File: config.mk
export PLATFORM = sky130hd
export DESIGN_NAME = hazard_ctrl
export DESIGN_NICKNAME = d
export VERILOG_FILES = /design/src/rtl/hazard_ctrl.sv
export SDC_FILE = /design/constraint.sdc
export NUM_CORES = 1
export LEC_CHECK = 0
export ABC_AREA = 1
export ABC_CLOCK_PERIOD_IN_PS = 1650
export CORE_AREA = 4 4 41 43
export CTS_CLUSTER_DIAMETER = 80
export CTS_CLUSTER_SIZE = 14
export DETAILED_ROUTE_END_ITERATION = 16
export DIE_AREA = 0 0 45 47
export PLACE_DENSITY = 0.7
export SLEW_MARGIN = 20
export SYNTH_ARGS = -nofsm -noshare
export SYNTH_HDL_FRONTEND = slang
export SYNTH_SLANG_ARGS = --single-unit
export TNS_END_PERCENT = 100
File: constraint.sdc
create_clock -name clk -period 1.65 [get_ports clk]
set_clock_uncertainty 0.1 [all_clocks]
set_input_delay 0.2475 -clock clk [delete_from_list [all_inputs] [get_ports clk]]
set_output_delay 0.2475 -clock clk [all_outputs]
set_load 0.005 [all_outputs]
File: src/rtl/hazard_ctrl.sv
// Pipeline hazard control: load-use stall, branch flush and interrupt injection sequencer.
// Outputs are combinational from the current inputs and the registered FSM state.
module hazard_ctrl (
  input  logic       clk,
  input  logic       rst,
  input  logic [1:0] id_ra,
  input  logic [1:0] id_rb,
  input  logic       id_uses_ra,
  input  logic       id_uses_rb,
  input  logic       ex_MemRead,
  input  logic [1:0] ex_dest,
  input  logic       ex_branch_taken,
  input  logic       intr_req,
  input  logic       reti_done,
  output logic       pc_stall,
  output logic       if_id_stall,
  output logic       if_id_flush,
  output logic       id_ex_flush,
  output logic       inject_bubble,
  output logic       int_inject,
  output logic       int_busy
);

  typedef enum logic [1:0] {
    IDLE   = 2'd0,
    DRAIN  = 2'd1,
    INJECT = 2'd2,
    MASKED = 2'd3
  } state_e;

  state_e     state_q, state_d;
  logic [1:0] cnt_q, cnt_d;
  logic       lu;

  assign lu = ex_MemRead &&
              ((id_uses_ra && (id_ra == ex_dest)) || (id_uses_rb && (id_rb == ex_dest)));

  always_ff @(posedge clk) begin
    if (rst) begin
      state_q <= IDLE;
      cnt_q   <= 2'd0;
    end else begin
      state_q <= state_d;
      cnt_q   <= cnt_d;
    end
  end

  always_comb begin
    state_d = state_q;
    cnt_d   = cnt_q;
    case (state_q)
      IDLE: begin
        if (intr_req) begin
          state_d = DRAIN;
          cnt_d   = 2'd2;
        end
      end
      DRAIN: begin
        // A taken branch refills the pipe with fresh fetches, so the drain restarts.
        if (ex_branch_taken) begin
          cnt_d = 2'd2;
        end else if (!lu) begin
          if (cnt_q <= 2'd1) begin
            state_d = INJECT;
            cnt_d   = 2'd0;
          end else begin
            cnt_d = cnt_q - 2'd1;
          end
        end
      end
      INJECT: begin
        if (!ex_branch_taken && !lu) state_d = MASKED;
      end
      MASKED: begin
        if (reti_done) state_d = IDLE;
      end
      default: state_d = IDLE;
    endcase
  end

  always_comb begin
    pc_stall      = 1'b0;
    if_id_stall   = 1'b0;
    if_id_flush   = 1'b0;
    id_ex_flush   = 1'b0;
    inject_bubble = 1'b0;
    int_inject    = 1'b0;
    int_busy      = (state_q != IDLE);
    if (ex_branch_taken) begin
      if_id_flush = 1'b1;
      id_ex_flush = 1'b1;
    end else if (lu) begin
      pc_stall      = 1'b1;
      if_id_stall   = 1'b1;
      inject_bubble = 1'b1;
    end else begin
      case (state_q)
        DRAIN: begin
          pc_stall    = 1'b1;
          if_id_flush = 1'b1;
        end
        INJECT: begin
          pc_stall   = 1'b1;
          int_inject = 1'b1;
        end
        default: ;
      endcase
    end
  end

endmodule

==> results.cfg <==
[synthesis]
ys_types = 20
syn_nets = 94
synthTopCellsByArea = dfxtp_1 (17%), ha_1 (13%), inv_1 (11%)
syn_area_per_cell_um2 = 6.27
yosys_warnings = 0
synth_area_um2 = 470
synth.top_cell.area_share_pct = 17.0
yosysTopAreaCell = dfxtp_1
synthCells = 75
ys_seq_area_share_pct = 17.0
ys_ff_latch = 4

[finish]
fin_nets = 131
layout-drive-gt1-share_pct = 38.2
final_area_um2 = 796
area_growth_pct = 69.1
diodes = 0
nFillCells = 133

[sta]
fin_crit_sh_pct = 96.7
relSlewSlack_pct = 80.0
rsz0062_at_grt = yes
fmax_ghz = 0.627
timing.final.crit_period_ns = 1.60
tightest_slew_ns = 0.300
hold_slack_ns = 0.417
finalSetupViolCount = 0
drv_slew = 0
final_hold_viol_count = 0

[clock_network]
clock_path_buffers = 2
cts_root_buffer = clkbuf_4
cts.sinks = 4
cts.clk_slew.worst_paths_ns = 0.04
numCtsBuffers = 3
clk_latency_ns = 0.23
cts_tree = yes
hold_buffers = 0
htreeDepth = 1

[die]
initial_utilization_pct = 36.2
rows = 13
die_area_mm2 = 0.00212
dieHeight_um = 47
die_x_um = 45
core_area_mm2 = 0.00130
io-pin-count = 21

[placed_design]
io_buffers = 20
placed_cell_area_um2 = 764
place_hpwl_um = 1000
gp_congestion = 0.734

[power_and_ir_drop]
irDropWorstVdd_mv = 0.684
cellPowerDensity_mw_per_mm2 = 1110
leakagePower_nw = 0.442

[critical_path]
worst-path-buf-inv = 4
critPathTopFamily = buffers and inverters
critPathArrivalTime_ns = 1.62
critical_path.cell_chain = buf_4 > ha_2 > inv_2 > buf_4 > nor2_1 > a211oi_2 > nand2_1 > inv_2 > nand3_1 > nand2_1 > nor2_1
max_stage_delay_ns = 0.31
cp-start-kind = flop
slowest_stage = dfxtp_1
crit_required_ns = 1.67
crit_type = flop to flop
end_kind = flop
crit_fanout = 3

[grt]
grt_util_all_layers_pct = 13.0
grt_pass1_vias = 544
globalRoute.totalOverflow = 0
grt_max_degree = 6
grt_pass1_wl_um = 2000
antenna_found_initial = 0

[drt]
routedWlPerCell_um = 9.54
wl_um = 1190
dr.pass1.iters = 3
vias_per_cell = 4.44
ant_nets = 0
dr.first_iter.drc_count = 3
vias = 555
post-route-drc-count = 0

[worst_hold_path]
hold_path_class = flop to flop

[run]
max_cap_viol_count = 0

[status]
status = completed
-- per-layer routing --
metal | global-route usage [%] | wire length, um
met1 | 12.7 | 456
met2 | 25.1 | 670
met3 | 4.21 | 67
met4 | 4.68 | 0
met5 | 0 | 0
-- registers in the layout, indices dropped and copies added, names as in the netlist --
name	cells
cnt_q	2
state_q	2
-- kinds of logic (layout without fill, tap and decap cells) --
group	count (synthesis)	after routing	synth area share, %
adder cells (fa/ha/maj)	5	5	13.3
AND/OR/NAND/NOR	36	36	39.4
flip-flops	4	4	17.0
buffers and inverters	19	54	16.8
AO/OA/AOI/OAI	11	11	13.6
-- metrics by stage --
| step | util (%) | power, mW | setup WS, ns | instances | setup TNS, ns |
|---|---|---|---|---|---|
| 3_5_place_dp | 58.8 | 0.762 | -0.593 | 120 | -3.73 |
| 6_report | 61.2 | 0.884 | 0.0550 | 125 | 0 |
| 5_1_grt | 61.2 | 0.978 | -0.0122 | 125 | -0.0122 |
| 4_1_cts | 59.5 | 0.855 | 0.0184 | 125 | 0 |
| 2_1_floorplan | - | 0.469 | 0.203 | 75 | 0 |
| 3_3_place_gp | 58.8 | 0.751 | -0.567 | 120 | -3.45 |
-- synthesized netlist by cell type --
cell type,n
ha_1,5
inv_2,2
nand4_1,1
inv_1,14
nand3_1,4
o21ai_0,1
nand3_2,2
clkinv_1,1
a21oi_1,7
buf_4,2
nand2_4,1
a211oi_1,2
or2_2,1
or2_0,1
a21oi_2,1
nor2_1,8
dfxtp_1,4
nand2_2,4
nand2_1,13
nor2_4,1
-- worst register-to-register path: stages (launching register included) --
cell	delay (ns)
dfxtp_1	0.31
buf_4	0.14
ha_2	0.18
inv_2	0.06
buf_4	0.11
nor2_1	0.05
a211oi_2	0.15
nand2_1	0.12
inv_2	0.09
nand3_1	0.08
nand2_1	0.07
nor2_1	0.04
-- cell usage in the layout (no fill, tap or decap) --
| master | count |
|---|---|
| o21ai_1 | 1 |
| a211oi_2 | 1 |
| a211oi_1 | 1 |
| nor2_2 | 1 |
| ha_1 | 4 |
| or2_1 | 1 |
| a21oi_2 | 3 |
| buf_6 | 1 |
| nor2_1 | 7 |
| buf_4 | 13 |
| ha_2 | 1 |
| inv_2 | 5 |
| nand3_1 | 4 |
| or2_2 | 1 |
| dlygate4sd2_1 | 8 |
| clkbuf_4 | 3 |
| nand4_1 | 1 |
| clkdlybuf4s50_1 | 5 |
| inv_1 | 12 |
| nand3_2 | 2 |
| nand2_1 | 13 |
| nand2_2 | 3 |
| buf_2 | 5 |
| dfxtp_1 | 4 |
| a21oi_1 | 5 |
| nor2_4 | 1 |
| clkdlybuf4s15_1 | 1 |
| dlymetal6s2s_1 | 1 |
| nand2_4 | 2 |
-- power by group --
group	total, mW	switching [mW]	leakage, nW	internal (mW)
sequential	0.174	0.0322	0.0333	0.142
combinational	0.593	0.294	0.395	0.298
clock	0.117	0.0357	0.0138	0.0811
total	0.884	0.362	0.442	0.522
-- worst paths after layout --
kind,from,endpoint,slack [ns],cells past startpoint
worst max-delay path,state_q[0],state_q[1],0.05,11
worst min-delay path,cnt_q[0],cnt_q[0],0.42,2
worst max register to register,state_q[0],state_q[1],0.05,11
worst min register to register,cnt_q[0],cnt_q[0],0.42,2
-- repair_timing --
item,CTS,global route
pin swaps,5,3
buffers inserted,2,0
gates resized for setup,31,12
endpoints found under the setup margin,7,7
-- area by class of cell --
type	instances	area, um^2	share of cell area [%]
Multi-Input combinational cell	52	334	42.0
Timing Repair Buffer	34	277	34.7
Sequential cell	4	80.1	10.1
Inverter	17	63.8	8.02
Clock buffer	3	22.5	2.83
Tap cell	15	18.8	2.36
Power figures use the tool's default switching activity.
